### src/rtl/execute_stage_if.sv
// ID/EX operand, writeback-forwarding and EX/MEM result bundle for the execute stage.
// The master drives ID/EX and writeback; the slave (execute stage) drives EX/MEM.
interface execute_stage_if #(
  parameter int unsigned WIDTH = 32,
  parameter int unsigned REGW  = 5
);
  logic [WIDTH-1:0] PC_E;
  logic [WIDTH-1:0] imm_data_E;
  logic [WIDTH-1:0] rd1_E;
  logic [WIDTH-1:0] rd2_E;
  logic [REGW-1:0]  rs1_E;
  logic [REGW-1:0]  rs2_E;
  logic [REGW-1:0]  rd_E;
  logic [2:0]       funct3_E;
  logic             funct7_5_E;
  logic [1:0]       aluop_E;
  logic             branch_E;
  logic             memtoreg_E;
  logic             memwrite_E;
  logic             regwrite_E;
  logic             aluSrc_E;
  logic [REGW-1:0]  rd_W;
  logic             regwrite_W;
  logic [WIDTH-1:0] writeData;

  logic [WIDTH-1:0] alu_result_M;
  logic [WIDTH-1:0] write_data_M;
  logic [REGW-1:0]  rd_M;
  logic [2:0]       funct3_M;
  logic             memtoreg_M;
  logic             memwrite_M;
  logic             regwrite_M;
  logic [WIDTH-1:0] PC_M;
  logic             takeBranch;
  logic             flush;

  modport master (
    output PC_E, imm_data_E, rd1_E, rd2_E, rs1_E, rs2_E, rd_E, funct3_E, funct7_5_E,
           aluop_E, branch_E, memtoreg_E, memwrite_E, regwrite_E, aluSrc_E,
           rd_W, regwrite_W, writeData,
    input  alu_result_M, write_data_M, rd_M, funct3_M, memtoreg_M, memwrite_M,
           regwrite_M, PC_M, takeBranch, flush
  );

  modport slave (
    input  PC_E, imm_data_E, rd1_E, rd2_E, rs1_E, rs2_E, rd_E, funct3_E, funct7_5_E,
           aluop_E, branch_E, memtoreg_E, memwrite_E, regwrite_E, aluSrc_E,
           rd_W, regwrite_W, writeData,
    output alu_result_M, write_data_M, rd_M, funct3_M, memtoreg_M, memwrite_M,
           regwrite_M, PC_M, takeBranch, flush
  );
endinterface

### src/rtl/execute_stage.sv
// RV32I execute stage: operand forwarding, ALU decode/compute, branch resolution
// and the EX/MEM pipeline register with taken-branch squash of younger work.
module execute_stage #(
  parameter int unsigned WIDTH = 32,
  parameter int unsigned REGW  = 5
) (
  input logic            clk,
  input logic            reset,
  execute_stage_if.slave bus
);
  localparam int unsigned SHW = $clog2(WIDTH);

  typedef enum logic [3:0] {
    ALU_ADD, ALU_SUB, ALU_SLL, ALU_SLT, ALU_SLTU,
    ALU_XOR, ALU_SRL, ALU_SRA, ALU_OR,  ALU_AND
  } alu_op_e;

  logic [WIDTH-1:0] alu_result_q, write_data_q, pc_target_q;
  logic [REGW-1:0]  rd_q;
  logic [2:0]       funct3_q;
  logic             memtoreg_q, memwrite_q, regwrite_q, take_branch_q;

  logic [WIDTH-1:0] fwd_a, fwd_b, alu_b, alu_y;
  alu_op_e          alu_op;
  logic             cond, taken;

  // Forwarding muxes; the younger M result wins over W, x0 never forwards.
  always_comb begin
    fwd_a = bus.rd1_E;
    if (regwrite_q && (rd_q != '0) && (rd_q == bus.rs1_E))
      fwd_a = alu_result_q;
    else if (bus.regwrite_W && (bus.rd_W != '0) && (bus.rd_W == bus.rs1_E))
      fwd_a = bus.writeData;

    fwd_b = bus.rd2_E;
    if (regwrite_q && (rd_q != '0) && (rd_q == bus.rs2_E))
      fwd_b = alu_result_q;
    else if (bus.regwrite_W && (bus.rd_W != '0) && (bus.rd_W == bus.rs2_E))
      fwd_b = bus.writeData;
  end

  assign alu_b = bus.aluSrc_E ? bus.imm_data_E : fwd_b;

  // ALU control decode; funct7_5 selects SUB only for R-type, SRA for both.
  always_comb begin
    alu_op = ALU_ADD;
    case (bus.aluop_E)
      2'b00: alu_op = ALU_ADD;
      2'b01: alu_op = ALU_SUB;
      default: begin
        case (bus.funct3_E)
          3'b000: alu_op = (bus.aluop_E == 2'b10 && bus.funct7_5_E) ? ALU_SUB : ALU_ADD;
          3'b001: alu_op = ALU_SLL;
          3'b010: alu_op = ALU_SLT;
          3'b011: alu_op = ALU_SLTU;
          3'b100: alu_op = ALU_XOR;
          3'b101: alu_op = bus.funct7_5_E ? ALU_SRA : ALU_SRL;
          3'b110: alu_op = ALU_OR;
          default: alu_op = ALU_AND;
        endcase
      end
    endcase
  end

  always_comb begin
    alu_y = '0;
    case (alu_op)
      ALU_ADD:  alu_y = fwd_a + alu_b;
      ALU_SUB:  alu_y = fwd_a - alu_b;
      ALU_SLL:  alu_y = fwd_a << alu_b[SHW-1:0];
      ALU_SLT:  alu_y = WIDTH'($signed(fwd_a) < $signed(alu_b));
      ALU_SLTU: alu_y = WIDTH'(fwd_a < alu_b);
      ALU_XOR:  alu_y = fwd_a ^ alu_b;
      ALU_SRL:  alu_y = fwd_a >> alu_b[SHW-1:0];
      ALU_SRA:  alu_y = WIDTH'($signed(fwd_a) >>> alu_b[SHW-1:0]);
      ALU_OR:   alu_y = fwd_a | alu_b;
      ALU_AND:  alu_y = fwd_a & alu_b;
      default:  alu_y = '0;
    endcase
  end

  // Branch compare always uses register operands, never the immediate.
  always_comb begin
    cond = 1'b0;
    case (bus.funct3_E)
      3'b000: cond = (fwd_a == fwd_b);
      3'b001: cond = (fwd_a != fwd_b);
      3'b100: cond = ($signed(fwd_a) <  $signed(fwd_b));
      3'b101: cond = ($signed(fwd_a) >= $signed(fwd_b));
      3'b110: cond = (fwd_a <  fwd_b);
      3'b111: cond = (fwd_a >= fwd_b);
      default: cond = 1'b0;
    endcase
  end

  assign taken = bus.branch_E && cond;

  // EX/MEM register; a taken branch in M kills the instruction now in EX.
  always_ff @(posedge clk) begin
    if (reset) begin
      alu_result_q  <= '0;
      write_data_q  <= '0;
      pc_target_q   <= '0;
      rd_q          <= '0;
      funct3_q      <= '0;
      memtoreg_q    <= 1'b0;
      memwrite_q    <= 1'b0;
      regwrite_q    <= 1'b0;
      take_branch_q <= 1'b0;
    end else begin
      alu_result_q  <= alu_y;
      write_data_q  <= fwd_b;
      pc_target_q   <= bus.PC_E + bus.imm_data_E;
      rd_q          <= bus.rd_E;
      funct3_q      <= bus.funct3_E;
      memtoreg_q    <= bus.memtoreg_E && !take_branch_q;
      memwrite_q    <= bus.memwrite_E && !take_branch_q;
      regwrite_q    <= bus.regwrite_E && !take_branch_q;
      take_branch_q <= taken && !take_branch_q;
    end
  end

  assign bus.alu_result_M = alu_result_q;
  assign bus.write_data_M = write_data_q;
  assign bus.rd_M         = rd_q;
  assign bus.funct3_M     = funct3_q;
  assign bus.memtoreg_M   = memtoreg_q;
  assign bus.memwrite_M   = memwrite_q;
  assign bus.regwrite_M   = regwrite_q;
  assign bus.PC_M         = pc_target_q;
  assign bus.takeBranch   = take_branch_q;
  assign bus.flush        = take_branch_q;
endmodule

### src/flat_wrapper.sv
// flat-port wrapper written by rule: the top's interface ports become plain ports
module execute_stage_flat 
#(
  parameter int unsigned WIDTH = 32,
  parameter int unsigned REGW  = 5
)
  (clk, reset, bus_PC_E, bus_imm_data_E, bus_rd1_E, bus_rd2_E, bus_rs1_E, bus_rs2_E, bus_rd_E, bus_funct3_E, bus_funct7_5_E, bus_aluop_E, bus_branch_E, bus_memtoreg_E, bus_memwrite_E, bus_regwrite_E, bus_aluSrc_E, bus_rd_W, bus_regwrite_W, bus_writeData, bus_alu_result_M, bus_write_data_M, bus_rd_M, bus_funct3_M, bus_memtoreg_M, bus_memwrite_M, bus_regwrite_M, bus_PC_M, bus_takeBranch, bus_flush);
  execute_stage_if #(.WIDTH(WIDTH), .REGW(REGW)) bus_i ();
  input logic clk;
  input logic reset;
  input wire logic [$bits(bus_i.PC_E)-1:0] bus_PC_E;
  input wire logic [$bits(bus_i.imm_data_E)-1:0] bus_imm_data_E;
  input wire logic [$bits(bus_i.rd1_E)-1:0] bus_rd1_E;
  input wire logic [$bits(bus_i.rd2_E)-1:0] bus_rd2_E;
  input wire logic [$bits(bus_i.rs1_E)-1:0] bus_rs1_E;
  input wire logic [$bits(bus_i.rs2_E)-1:0] bus_rs2_E;
  input wire logic [$bits(bus_i.rd_E)-1:0] bus_rd_E;
  input wire logic [$bits(bus_i.funct3_E)-1:0] bus_funct3_E;
  input wire logic [$bits(bus_i.funct7_5_E)-1:0] bus_funct7_5_E;
  input wire logic [$bits(bus_i.aluop_E)-1:0] bus_aluop_E;
  input wire logic [$bits(bus_i.branch_E)-1:0] bus_branch_E;
  input wire logic [$bits(bus_i.memtoreg_E)-1:0] bus_memtoreg_E;
  input wire logic [$bits(bus_i.memwrite_E)-1:0] bus_memwrite_E;
  input wire logic [$bits(bus_i.regwrite_E)-1:0] bus_regwrite_E;
  input wire logic [$bits(bus_i.aluSrc_E)-1:0] bus_aluSrc_E;
  input wire logic [$bits(bus_i.rd_W)-1:0] bus_rd_W;
  input wire logic [$bits(bus_i.regwrite_W)-1:0] bus_regwrite_W;
  input wire logic [$bits(bus_i.writeData)-1:0] bus_writeData;
  output wire logic [$bits(bus_i.alu_result_M)-1:0] bus_alu_result_M;
  output wire logic [$bits(bus_i.write_data_M)-1:0] bus_write_data_M;
  output wire logic [$bits(bus_i.rd_M)-1:0] bus_rd_M;
  output wire logic [$bits(bus_i.funct3_M)-1:0] bus_funct3_M;
  output wire logic [$bits(bus_i.memtoreg_M)-1:0] bus_memtoreg_M;
  output wire logic [$bits(bus_i.memwrite_M)-1:0] bus_memwrite_M;
  output wire logic [$bits(bus_i.regwrite_M)-1:0] bus_regwrite_M;
  output wire logic [$bits(bus_i.PC_M)-1:0] bus_PC_M;
  output wire logic [$bits(bus_i.takeBranch)-1:0] bus_takeBranch;
  output wire logic [$bits(bus_i.flush)-1:0] bus_flush;
  assign bus_i.PC_E = bus_PC_E;
  assign bus_i.imm_data_E = bus_imm_data_E;
  assign bus_i.rd1_E = bus_rd1_E;
  assign bus_i.rd2_E = bus_rd2_E;
  assign bus_i.rs1_E = bus_rs1_E;
  assign bus_i.rs2_E = bus_rs2_E;
  assign bus_i.rd_E = bus_rd_E;
  assign bus_i.funct3_E = bus_funct3_E;
  assign bus_i.funct7_5_E = bus_funct7_5_E;
  assign bus_i.aluop_E = bus_aluop_E;
  assign bus_i.branch_E = bus_branch_E;
  assign bus_i.memtoreg_E = bus_memtoreg_E;
  assign bus_i.memwrite_E = bus_memwrite_E;
  assign bus_i.regwrite_E = bus_regwrite_E;
  assign bus_i.aluSrc_E = bus_aluSrc_E;
  assign bus_i.rd_W = bus_rd_W;
  assign bus_i.regwrite_W = bus_regwrite_W;
  assign bus_i.writeData = bus_writeData;
  assign bus_alu_result_M = bus_i.alu_result_M;
  assign bus_write_data_M = bus_i.write_data_M;
  assign bus_rd_M = bus_i.rd_M;
  assign bus_funct3_M = bus_i.funct3_M;
  assign bus_memtoreg_M = bus_i.memtoreg_M;
  assign bus_memwrite_M = bus_i.memwrite_M;
  assign bus_regwrite_M = bus_i.regwrite_M;
  assign bus_PC_M = bus_i.PC_M;
  assign bus_takeBranch = bus_i.takeBranch;
  assign bus_flush = bus_i.flush;
  execute_stage #(.WIDTH(WIDTH), .REGW(REGW)) u_core (.clk(clk), .reset(reset), .bus(bus_i));
endmodule
### config.mk
export PLATFORM = sky130hd
export DESIGN_NAME = execute_stage_flat
export DESIGN_NICKNAME = d
export VERILOG_FILES = /design/src/rtl/execute_stage_if.sv /design/src/rtl/execute_stage.sv /design/src/flat_wrapper.sv
export SDC_FILE = /design/constraint.sdc
export NUM_CORES = 1
export LEC_CHECK = 0
export ABC_AREA = 1
export BUFFER_PORTS_ARGS = -buffer_cell sky130_fd_sc_hd__buf_2
export CORE_ASPECT_RATIO = 1.25
export CORE_MARGIN = 8
export CORE_UTILIZATION = 40
export CTS_BUF_LIST = sky130_fd_sc_hd__clkbuf_4
export CTS_CLUSTER_DIAMETER = 40
export DETAILED_ROUTE_END_ITERATION = 8
export GPL_TIMING_DRIVEN = 0
export PLACE_DENSITY = 0.7
export SLEW_MARGIN = 10
export SYNTH_ARGS = -nofsm -noshare
export SYNTH_HDL_FRONTEND = slang
export SYNTH_SLANG_ARGS = --single-unit
### constraint.sdc
create_clock -name clk -period 7.75 [get_ports clk]
set_input_delay 0.775 -clock clk [delete_from_list [all_inputs] [get_ports clk]]
set_output_delay 0.775 -clock clk [all_outputs]
set_load 0.02 [all_outputs]
# Word level (Yosys, flattened, before mapping)
# Cells that the tools add are included.
# op_classes
n_lt_le_gt_ge	6
eq_ne	24
n_mux	11
addsub	3
reduce_logical	18
shift	3
bitwise	3
# ops
operator	count
one-hot mux 32 bit (10 select lines)	1
two-way mux 32 bit	5
< comparator 32 bit	4
adder 32 bit	2
greater-or-equal comparator 32 bit	2
bitwise AND 32 bit	1
equality test 32 bit	1
inequality test 32 bit	1
bitwise OR 32 bit	1
left shift 32 x 5 -> 32 bit	1
right shift 32 x 5 -> 32 bit	1
>>> shifter 32 x 5 -> 32 bit	1
subtractor 32 bit	1
XOR 32 bit	1
one-hot mux 4 bit (7 select lines)	1
equality test 5 bit	4
equality test 4 x 3 -> 1 bit (second input constant)	4
equality test 3 bit (second input constant)	4
logical AND 1 bit	12
nonzero test 5 bit	2
equality test 4 x 2 -> 1 bit (second input constant)	2
equality test 4 bit (second input constant)	2
one-hot mux 4 bit (2 select lines)	1
equality test 3 x 2 -> 1 bit (second input constant)	2
10 further kinds	11
# totals
in_bits	194
output_inout_bits	109
word_cells	77
register_bits	108

# Longest topological paths before layout
# logic_depth
ltp_word	9
ltp_mapped	33
depth_no_buf	30

# Least setup slack after synthesis
# No wires, ideal clock.
# synth_timing
path_type	input to register
start	in bus_rs2_E[4]
end	reg u_core.alu_result_q[29] (netlist: u_core.bus.alu_result_M[29])
path_stages	25
arrival_ps	4178
required_time_ps	7622
setup_slack_ps	3445
n_path_buf	3
setup_ps	128
path_cell_list	xor2_1 -> nor2_1 -> nand3_2 -> buf_6 -> inv_1 -> buf_1 -> nand2_1 -> nand3_1 -> o21ai_0 -> o21ai_0 -> ha_1 -> clkbuf_1 -> nor2_1 -> inv_1 -> nor4_1 -> nand3_1 -> nand3_1 -> nand3_1 -> nand2_1 -> a21oi_1 -> or2_2 -> nand3_1 -> nand3_1 -> nor2_1 -> nor2_1
# synth_via
elab_chain_len	7
elab_cells_between_ends	16
cone_classes	2 x add/sub; 2 x eq/ne; 3 x shift; 4 x mux; 3 x bitwise; 2 x reduce/logical
# synth_rtl
item	line_no	source
start, declared	flat_wrapper.sv:16	input wire logic [$bits(bus_i.rs2_E)-1:0] bus_rs2_E;
equality test 5 bit	execute_stage.sv:38	else if (bus.regwrite_W && (bus.rd_W != '0) && (bus.rd_W == bus.rs2_E))
logical AND 1 bit	execute_stage.sv:38	
two-way mux 32 bit	execute_stage.sv:38	
two-way mux 32 bit (*)	execute_stage.sv:36	if (regwrite_q && (rd_q != '0) && (rd_q == bus.rs2_E))
two-way mux 32 bit (*)	execute_stage.sv:42	assign alu_b = bus.aluSrc_E ? bus.imm_data_E : fwd_b;
subtractor 32 bit, or another cell as far along	execute_stage.sv:69	ALU_SUB: alu_y = fwd_a - alu_b;
one-hot mux 32 bit (10 select lines) (*)	execute_stage.sv:67	case (alu_op)
end signal, assigned	execute_stage.sv:111	alu_result_q <= alu_y;
end, declared	execute_stage.sv:18	logic [WIDTH-1:0] alu_result_q, write_data_q, pc_target_q;
# Mark *: on every way between the ends. The rest lies on a longest branch, timed or not.
# A chain may end at the register's enable or synchronous reset.

# Final worst setup path
# layout_timing
start	reg u_core.rd_q[1] (netlist: u_core.bus.rd_M[1])
end	reg u_core.alu_result_q[30] (netlist: u_core.bus.alu_result_M[30])
# layout_via
elab_chain_len	7
elab_cells_between_ends	18
cone_classes	2 x add/sub; 2 x eq/ne; 3 x shift; 4 x mux; 3 x bitwise; 4 x reduce/logical
# layout_rtl
item	line_no	source
start, declared	execute_stage.sv:19	logic [REGW-1:0] rd_q;
start signal, assigned	execute_stage.sv:114	rd_q <= bus.rd_E;
nonzero test 5 bit	execute_stage.sv:30, execute_stage.sv:36	
logical AND 1 bit	execute_stage.sv:30, execute_stage.sv:36	
logical AND 1 bit	execute_stage.sv:36	
two-way mux 32 bit	execute_stage.sv:36	
two-way mux 32 bit	execute_stage.sv:42	
subtractor 32 bit, or another cell as far along	execute_stage.sv:69	
one-hot mux 32 bit (10 select lines) (*)	execute_stage.sv:67	
# Marks and branches as above.

==> metrics <==
outcome finished, final reports clean; Sink Count about 110; buffers and inverters on the worst path 3; H-Tree Level Count 3; DRT iter0 DRCs 2763; post-layout worst setup margin 0.829 ns; Hold Vio Cnt, Final 0; fin. max-slew vios 0; skew final 0.0767 ns; worst reg-to-reg setup slack 0.83 ns; Post-Syn Nets around 3200; GRT Residual Overflow 0; Startpoint Class register; GRT Overall Usage 41.4%; CTS clk-pin slew, worst paths about 0.24 ns; DRT Pass-1 Iters 7; I/O pin count 303; most frequent cell after synthesis nand2_1; Synth Flop Type dfxtp_1; Syn Inst Count ~2800; CP max stage cell o21ai_0; Die Y 241 um; worst-margin pin slew approximately 1.3 ns; worst setup path category reg -> reg; first-pass GRT wire length between 100000 and 150000 um; hold_ws 0.295 ns; Mapped Area 16300 sq um; Max VDD drop around 0.00011 V; Worst Reg2Reg Path Length in Cells 24; final setup violating endpoints 0; crit path from u_core.bus.rd_M[1]; Sum Neg Setup Slack 0 ns; nets@finish approximately 3500; Max Cap Viol 0; largest family of logic cells by synthesized area simple AND/OR/NAND/NOR gates; Yosys top cell by area nand2_1; Ys Warns 0; min Tclk post-route 6.92 ns; GPL Wtd Cong 1.08; CP endpoint kind register; crit-path cells xnor2_1 -> nand2_1 -> nor2_2 -> nand3_4 -> buf_1 -> clkbuf_1 -> o21ai_0 -> o21ai_0 -> ha_1 -> clkbuf_1 -> a21oi_1 -> o21ai_0 -> a21oi_1 -> o21ai_0 -> a21oi_1 -> o21ai_0 -> nand2_1 -> nand2_1 -> nand2_1 -> nand3_1 -> nand3_1 -> nand3_1 -> a21oi_1 -> nor2_1; Bufs on Longest Clock Path 2; Synth Area in Compound Gates 19.7%; Hold Startpoint bus_memtoreg_E; RR Startpoint u_core.bus.rd_M[1]; Routed WL per cell 27.6 um; synthesized area per cell 5.78 sq um; Seq cells post-synth 108; crit path DAT around 7.4 ns; post-CTS setup buffers 0; Worst EP required 8.24 ns; DIE WIDTH 196 um; Fmax achieved 144 MHz; PwrDens 148 nW/um^2; Synth area leaders nand2_1, nand3_1, dfxtp_1; RSZ-0062 raised after global routing no; initial cell density of the core 40.5%; largest net degree at the start of global routing 22; core area 40100 sq um; CTS buffer count 9; fin crit share 89.3%; Worst Hold Depth 3; WHS Endpoint u_core.bus.memtoreg_M; drc violations 0; vias in the first global route roughly 21000; Routed Antenna Nets 0; HP Class in -> reg; worst skew pair latency 0.68 ns; Synth top cells by count nand2_1, nand3_1, inv_1; TritonCTS clock tree built; share of cells above drive strength 1 16.0%; CP top delay family compound AO/OA/AOI/OAI gates; xor/xnor cell area share of the yosys netlist 1.35%; ys async rst share 0%; number of fill cells in the layout between 4000 and 5000; Adder-Cell Fraction of Synth Area 12.7%; most frequent CP cell o21ai_0; slowest cell delay on critical path 1.10 ns; Critical Path Fanout Max 10; Netlist cell types 64; cts repair resizes 0; Root Buffer clkbuf_4; P_leak 9.81 nW; drt via density 6.02; post-synthesis mux area share 0%; post-synth top area share 16.6%; initial antenna violation count 6; die area 47400 sq um; DP Wirelength 84600 um; sequential-to-total area share from yosys stat 13.3%; CTS Hold Bufs 0; Layout area overhead 14.4%; IO buf count 301; Simple-Gate Fraction of Synth Area a little over two fifths; Worst R2R End u_core.bus.alu_result_M[30]; DP Worst Slack 0.726 ns; relative slew slack 9.34%; row cnt 82; via count 22200; Routed WL ~100000 um; number of synthesized flops with an enable pin 0
worst max-delay path by stage:
| stage | cells past startpoint | end | slack (ns) |
|---|---|---|---|
| 2_1_floorplan | 25 | u_core.bus.alu_result_M[29] | 3.44 |
| 3_3_place_gp | 30 | u_core.bus.alu_result_M[30] | 0.68 |
| 3_5_place_dp | 30 | u_core.bus.alu_result_M[30] | 0.73 |
| 4_1_cts | 25 | u_core.bus.alu_result_M[30] | 1.26 |
| 5_1_grt | 25 | u_core.bus.alu_result_M[30] | 0.61 |
| 6_report | 24 | u_core.bus.alu_result_M[30] | 0.83 |
final cells by class:
type / instances / area [sq um] / share of cell area, %
clock inverter: 7 / 81.3 / 0.437
clock buffer: 9 / 67.6 / 0.363
sequential: 108 / 2160 / 11.6
tap: 546 / 683 / 3.67
timing repair buffer: 301 / 1510 / 8.10
multi-input combinational: 2286 / 12300 / 66.3
buffer: 133 / 686 / 3.69
antenna: 3 / 7.51 / 0.0404
inverter: 286 / 1080 / 5.79
power by group:
part / leakage, nW / internal (mW) / switching [mW]
clock network: 0.0737 / 0.0774 / 0.278
registers: 0.899 / 0.616 / 0.0560
logic: 8.84 / 0.488 / 1.24
logic make-up after synthesis:
logic type / count (synthesis)
and+or+nand+nor: 1539
AOI/OAI and AO/OA: 559
buffers and inverters: 419
adders and majority gates: 163
DFF: 108
xor gates and xnor gates: 25
flip-flops by register name, indices dropped and copies added (netlist names), 3 cells and up:
register	flops
u_core.bus.PC_M	32
u_core.bus.alu_result_M	32
u_core.bus.funct3_M	3
u_core.bus.rd_M	5
u_core.bus.write_data_M	32
cells in the final DEF, fill, tap and decap left out, types with 5 or more instances in the layout:
master    instances
a211oi_1          7
a21boi_0         11
a21o_1            5
a21oi_1         203
a221oi_1         15
a31oi_1          16
buf_1            10
buf_2           359
buf_4            10
buf_6            10
clkbuf_1         44
clkbuf_4          9
dfxtp_1         108
ha_1            160
inv_1           263
inv_2            22
nand2_1         720
nand2_2          27
nand2_4           5
nand3_1         461
nand3_2          12
nand3b_1          9
nand4_1          17
nor2_1          218
nor2_2            6
nor2_4            5
nor3_1           24
nor4_1            7
o211ai_1         17
o21a_1           20
o21ai_0         183
o21ai_1          27
o21ai_2           7
o21bai_1          8
o221ai_1         11
o22ai_1           8
or2_2             9
xnor2_1           9
xor2_1           16
worst reg2reg max path, stage by stage (launching register included):
cell      delay, ns
dfxtp_1        0.46
xnor2_1        0.14
nand2_1        0.08
nor2_2         0.17
nand3_4        0.21
buf_1          0.37
clkbuf_1       0.34
o21ai_0        1.10
o21ai_0        0.57
ha_1           0.43
clkbuf_1       0.22
a21oi_1        0.25
o21ai_0        0.12
a21oi_1        0.19
o21ai_0        0.10
a21oi_1        0.48
o21ai_0        0.29
nand2_1        0.14
nand2_1        0.07
nand2_1        0.08
nand3_1        0.07
nand3_1        0.11
nand3_1        0.22
a21oi_1        0.49
nor2_1         0.07
metal layers:
layer / global-route usage, % / wire length, um / vias to the layer above
li1: - / - / 10100
met3: 12.9 / 13000 / 347
met5: 0 / 0 / -
met2: 64.4 / 42900 / 1598
met1: 47.9 / 37600 / 10100
met4: 30.2 / 8200 / 0
stage by stage:
stage | cell area, sq um | instances | util, % | total power [mW]
after floorplan | 16300 | 2813 | - | 1.68
after global placement | 18400 | 3660 | 46.0 | 2.34
after detailed placement | 18400 | 3660 | 46.0 | 2.33
after CTS | 18600 | 3676 | 46.3 | 2.69
after global routing | 18600 | 3677 | 46.4 | 2.88
final | 18600 | 3679 | 46.4 | 2.76
(Power assumes the default switching activity.)
